## config.mk

```make
export PLATFORM = sky130hd
export DESIGN_NAME = armleocpu_csr_sequencer
export DESIGN_NICKNAME = d
export VERILOG_FILES = /design/src/rtl/armleocpu_csr_sequencer.sv
export SDC_FILE = /design/constraint.sdc
export NUM_CORES = 1
export LEC_CHECK = 0
export CORE_MARGIN = 2
export CORE_UTILIZATION = 41
export CTS_BUF_LIST = sky130_fd_sc_hd__clkbuf_8
export CTS_CLUSTER_DIAMETER = 80
export DETAILED_ROUTE_END_ITERATION = 16
export PLACE_DENSITY = 0.75
export SETUP_SLACK_MARGIN = 0.4
export SKIP_LAST_GASP = 1
export SLEW_MARGIN = 20
export SYNTH_ARGS = -nofsm -noshare
export SYNTH_HDL_FRONTEND = slang
export SYNTH_SLANG_ARGS = --single-unit
```

## constraint.sdc

```tcl
create_clock -name clk -period 1.7 [get_ports clk]
set_input_delay 0.51 -clock clk [delete_from_list [all_inputs] [get_ports clk]]
set_output_delay 0.51 -clock clk [all_outputs]
set_load 0.05 [all_outputs]
```

## src/rtl/armleocpu_csr_sequencer.sv

```systemverilog
// CSR command-port front end: arbitrates trap writes against execute-stage
// accesses and expands READ_SET/READ_CLEAR into a read followed by a write.
module armleocpu_csr_sequencer #(
  parameter int CMD_WIDTH = 4
) (
  input  logic                 clk,
  input  logic                 rst_n,
  input  logic                 exec_req_valid,
  output logic                 exec_req_ready,
  input  logic [2:0]           exec_req_op,
  input  logic [11:0]          exec_req_addr,
  input  logic [31:0]          exec_req_wdata,
  output logic                 exec_rsp_valid,
  input  logic                 exec_rsp_ready,
  output logic [31:0]          exec_rsp_rdata,
  output logic                 exec_rsp_invalid,
  input  logic                 trap_req_valid,
  output logic                 trap_req_ready,
  input  logic [11:0]          trap_req_addr,
  input  logic [31:0]          trap_req_wdata,
  output logic                 trap_done,
  output logic                 busy,
  output logic [CMD_WIDTH-1:0] csr_cmd,
  output logic [11:0]          csr_address,
  output logic [31:0]          csr_writedata,
  input  logic [31:0]          csr_readdata,
  input  logic                 csr_invalid
);

  localparam logic [CMD_WIDTH-1:0] CMD_NONE       = CMD_WIDTH'(0);
  localparam logic [CMD_WIDTH-1:0] CMD_READ       = CMD_WIDTH'(1);
  localparam logic [CMD_WIDTH-1:0] CMD_WRITE      = CMD_WIDTH'(2);
  localparam logic [CMD_WIDTH-1:0] CMD_READ_WRITE = CMD_WIDTH'(3);

  localparam logic [2:0] OP_WRITE      = 3'd1;
  localparam logic [2:0] OP_READ_WRITE = 3'd2;
  localparam logic [2:0] OP_READ_SET   = 3'd3;
  localparam logic [2:0] OP_READ_CLEAR = 3'd4;

  typedef enum logic [2:0] {IDLE, TRAP_WR, EXEC_ACC, EXEC_WR, RESP} state_t;

  state_t               state;
  logic [2:0]           op_q;
  logic [31:0]          mask_q;
  logic [CMD_WIDTH-1:0] acc_cmd;
  logic [31:0]          acc_wdata;
  logic                 rmw_op;
  logic [31:0]          rmw_value;

  assign trap_req_ready = (state == IDLE) & trap_req_valid;
  assign exec_req_ready = (state == IDLE) & exec_req_valid & ~trap_req_valid;

  always_comb begin
    acc_cmd   = CMD_READ;
    acc_wdata = '0;
    case (exec_req_op)
      OP_WRITE:      begin acc_cmd = CMD_WRITE;      acc_wdata = exec_req_wdata; end
      OP_READ_WRITE: begin acc_cmd = CMD_READ_WRITE; acc_wdata = exec_req_wdata; end
      default:       ;
    endcase
  end

  assign rmw_op    = (op_q == OP_READ_SET) | (op_q == OP_READ_CLEAR);
  // csr_readdata is sampled in EXEC_ACC, so the write value is the captured read data
  assign rmw_value = (op_q == OP_READ_SET) ? (csr_readdata | mask_q)
                                           : (csr_readdata & ~mask_q);

  always_ff @(posedge clk or negedge rst_n) begin
    if (!rst_n) begin
      state            <= IDLE;
      op_q             <= '0;
      mask_q           <= '0;
      exec_rsp_valid   <= 1'b0;
      exec_rsp_rdata   <= '0;
      exec_rsp_invalid <= 1'b0;
      trap_done        <= 1'b0;
      busy             <= 1'b0;
      csr_cmd          <= CMD_NONE;
      csr_address      <= '0;
      csr_writedata    <= '0;
    end else begin
      trap_done <= 1'b0;
      case (state)
        IDLE: begin
          if (trap_req_valid) begin
            state         <= TRAP_WR;
            busy          <= 1'b1;
            csr_cmd       <= CMD_WRITE;
            csr_address   <= trap_req_addr;
            csr_writedata <= trap_req_wdata;
          end else if (exec_req_valid) begin
            busy <= 1'b1;
            if (exec_req_op <= OP_READ_CLEAR) begin
              state         <= EXEC_ACC;
              op_q          <= exec_req_op;
              mask_q        <= exec_req_wdata;
              csr_cmd       <= acc_cmd;
              csr_address   <= exec_req_addr;
              csr_writedata <= acc_wdata;
            end else begin
              state            <= RESP;
              exec_rsp_valid   <= 1'b1;
              exec_rsp_rdata   <= '0;
              exec_rsp_invalid <= 1'b1;
            end
          end
        end
        TRAP_WR: begin
          state         <= IDLE;
          busy          <= 1'b0;
          trap_done     <= 1'b1;
          csr_cmd       <= CMD_NONE;
          csr_address   <= '0;
          csr_writedata <= '0;
        end
        EXEC_ACC: begin
          exec_rsp_rdata   <= csr_readdata;
          exec_rsp_invalid <= csr_invalid;
          if (rmw_op && !csr_invalid && (mask_q != '0)) begin
            state         <= EXEC_WR;
            csr_cmd       <= CMD_WRITE;
            csr_writedata <= rmw_value;
          end else begin
            state          <= RESP;
            exec_rsp_valid <= 1'b1;
            csr_cmd        <= CMD_NONE;
            csr_address    <= '0;
            csr_writedata  <= '0;
          end
        end
        EXEC_WR: begin
          state            <= RESP;
          exec_rsp_valid   <= 1'b1;
          exec_rsp_invalid <= exec_rsp_invalid | csr_invalid;
          csr_cmd          <= CMD_NONE;
          csr_address      <= '0;
          csr_writedata    <= '0;
        end
        RESP: begin
          if (exec_rsp_ready) begin
            state          <= IDLE;
            busy           <= 1'b0;
            exec_rsp_valid <= 1'b0;
          end
        end
        default: begin
          state <= IDLE;
          busy  <= 1'b0;
        end
      endcase
    end
  end

endmodule

```

==> metrics.md <==
| Metric | Value |
|---|---|
| Status | finished with violations |
| Violated checks | negative setup slack |
| Max stage delay cell, worst path | dfrtp_2 |
| Rel. slew slack | 60.1% |
| TritonCTS Buffers | 17 |
| Post-route insts no fill | 1041 |
| Synth Flop Type | dfrtp_1 |
| CTS root buf | clkbuf_8 |
| Die outline height | 122 µm |
| Num rows | 43 |
| Crit path largest cell delay | 0.43 ns |
| H-tree lvl count | 4 |
| Synth top cells by count | 120 x dfrtp_1, 84 x nor2_1, 45 x mux2i_1 |
| WS Path Type | register to register |
| Layout area overhead | 99.9% |
| Number of synthesized flops with an enable pin | 0 |
| Fin. max-slew vios | 0 |
| Setup slack after placement | -0.654 ns |
| Final setup violation count | 120 |
| Comb pwr share | 66.0% |
| Final instance area | 11400 µm² |
| Critical Path RT | 2.01 ns |
| R2R depth | 10 |
| Routed len/inst | 23.6 µm |
| Die W | 122 µm |
| Number of vias per cell | 5.69 |
| CTS sink cnt | 120 |
| Worst r2r dst | csr_writedata[16]$_DFFE_PN0P_ |
| Nets | 978 |
| Register area | 3010 µm² |
| Worst-Margin Slew | 0.599 ns |
| Synth area leaders | dfrtp_1 53%, mux2i_1 7.9%, mux2_2 6.9% |
| Die area | 14800 µm² |
| Number of global-route vias before repair | 6225 |
| Sw Share | 41.9% |
| Reg2reg start | state[2]$_DFFE_PN0P_ |
| Layout cells sized above 1 | 46.1% |
| Finished Core Util | 82.8% |
| Remaining DRCs | 0 |
| Dpl hpwl | 13.5 mm |
| ANT nets after route | 0 |
| Total leakage power | 5.15 nW |
| Clock buffer depth | 2 |
| Async set-reset flop share out of synthesis | 100% |
| Final Wtd Congestion | 0.891 |
| Core ar. | 13700 µm² |
| Synth Cell Area | 5680 µm² |
| Final period util | 127% |
| First-pass GRT wire length | 34.3 mm |
| Mapped Cells | 487 |
| DP Cell Count | 916 |
| Post-synth top area share | 52.8% |
| Synthesized area per cell | 11.7 µm² |
| Global route overflow | 0 |
| Area of the multi-input gates | 3060 µm² |
| Crit-path most repeated cell | buf_6 |
| FF-to-FF setup slack | -0.46 ns |
| Max_cap viols | 0 |
| Critical Path Source | state[2]$_DFFE_PN0P_ |
| CP max FO | 32 |
| Min-Delay Path Class | input pin to async pin |
| #FFs+latches synth | 120 |
| Peak VDD IR | 0.00166 V |
| PortBufs | 212 |
| Cell with the most instances after synthesis | dfrtp_1 |
| Internal power | 14.5 mW |
| Final Hold Vio Count | 0 |
| Placed inst area | 9390 µm² |
| Initial DRC Count | 425 |
| Startpoint Class | register |
| Critical-path cell list | buf_4 -> buf_6 -> buf_6 -> buf_6 -> nor2_4 -> buf_4 -> a21o_1 -> buf_12 -> a2bb2oi_1 -> o22ai_4 |
| Final WS setup | -0.458 ns |
| Clock transition at path regs | 0.07 ns |
| Final wirelength | 24.6 mm |
| Overall Global Routing Usage | 30.7% |
| DR pass1 iterations | 6 |
| Antenna violations before repair | 0 |
| Post-synthesis sequential area ratio | 52.8% |
| Final min period | 2.16 ns |
| CTS tree | done |
| Via count | 5921 |
| Clock power share | 10.8% |
| # IOs | 215 |
| Diodes inserted | 0 |
| Arrival time at the worst endpoint | 2.47 ns |
| PwrDens | 2190 nW/µm² |
| FMAX | 463 MHz |
| Largest net degree at the start of global routing | 76 |
| Later-pin clock latency in the skew report | 0.45 ns |
| Yosys warnings | 0 |
| Starting Density | 41.4% |
| FILL cells | 672 |
| RSZ-0062 raised after global routing | yes |
| Flop pwr share | 23.2% |
| Synth cell types | 42 |
| Max Clock Skew | 0.0180 ns |
| Setup crit end kind | register |
| Area leader, netlist | dfrtp_1 |
| Sw Pwr | 10.5 mW |
per-layer routing:
| metal | global-route usage [%] | up-vias | wire length, µm |
|---|---|---|---|
| met5 | 0 | - | 0 |
| met1 | 37.5 | 3008 | 9600 |
| met2 | 52.0 | 319 | 12600 |
| li1 | - | 2529 | - |
| met4 | 12.0 | 0 | 752 |
| met3 | 8.24 | 65 | 1660 |
worst max-delay path by stage:
stage	end	slack, ns	depth (start not counted)
2_1_floorplan	mask_q[15]$_DFFE_PN0P_	-0.55	6
3_3_place_gp	csr_writedata[2]$_DFFE_PN0P_	-0.56	7
3_5_place_dp	csr_writedata[24]$_DFFE_PN0P_	-0.65	7
4_1_cts	exec_req_ready	-0.44	4
5_1_grt	exec_req_ready	-0.50	4
6_report	csr_writedata[16]$_DFFE_PN0P_	-0.46	10
cell families (layout without fill, tap and decap cells):
group | count (synthesis) | after routing | share of synthesized area, %
xor gates and xnor gates | 1 | 1 | 0.154
AOI/OAI and AO/OA | 114 | 114 | 16.0
and+or+nand+nor | 115 | 116 | 9.34
other | 1 | 2 | 0.0660
DFF | 120 | 120 | 52.8
muxes | 93 | 93 | 18.1
buffers and inverters | 43 | 415 | 3.48
sequential cells by signal, indices dropped and copies added (netlist names):
register	count
trap_done	1
busy	1
state	3
exec_rsp_rdata	32
op_q	3
csr_cmd	2
csr_writedata	32
csr_address	12
exec_rsp_valid	1
mask_q	32
exec_rsp_invalid	1
placed cells by master, fill, tap and decap left out, drive strengths merged, types with 3 or more instances in the layout:
| master | synthesis | routed |
|---|---|---|
| buf | 20 | 251 |
| clkdlybuf4s50 | 0 | 125 |
| dfrtp | 120 | 120 |
| nor2 | 85 | 85 |
| mux2 | 48 | 48 |
| mux2i | 45 | 45 |
| o22ai | 36 | 36 |
| a2bb2oi | 33 | 33 |
| a22o | 32 | 32 |
| clkbuf | 19 | 20 |
| nor4 | 10 | 10 |
| inv | 4 | 8 |
| nand2 | 6 | 7 |
| clkinv | 0 | 4 |
| nor3 | 4 | 4 |
| bufinv | 0 | 3 |
| nand2b | 3 | 3 |
| nor3b | 3 | 3 |
metrics by stage:
stage               total power [mW]  TNS (ns)  hold WS [ns]
floorplan                       11.9    -19.51         0.214
global placement                18.6    -56.63         0.306
detailed placement              18.9    -60.97         0.308
CTS                             23.3    -18.10         0.367
global route                    25.7    -36.73         0.404
finish                          24.9    -31.65         0.404
worst max-delay path, delay by kind of cell (launching register included):
kind / cells / cell delay [ns]
flip-flops: 1 / 0.43
AND/OR/NAND/NOR: 1 / 0.12
AO/OA/AOI/OAI: 3 / 0.60
buffers and inverters: 6 / 0.83
power groups by stage:
stage	Sequential [mW]	Combinational, mW	Clock (mW)
4_1_cts	5.66	14.9	2.67
2_1_floorplan	8.48	3.40	0
5_1_grt	5.90	17.0	2.85
3_3_place_gp	5.63	12.9	0
3_5_place_dp	5.72	13.2	0
6_report	5.78	16.5	2.70
timing repair:
item / in CTS / in global routing
pin swaps: 40 / 13
endpoints found under the hold margin: 1 / 0
endpoints found under the setup margin: 203 / 202
hold buffers: 1 / 0
cloned: 9 / 1
resized for setup: 82 / 40
setup buffers: 45 / 38
final cells by class:
type | instances | share of cell area, %
clock inverter | 12 | 1.20
sequential | 120 | 26.5
timing repair buffer | 380 | 41.0
tap | 180 | 1.98
clock buffer | 19 | 2.30
inverter | 4 | 0.132
multi-input combinational | 326 | 26.9
Note: power is estimated with default switching activity, not from simulation.
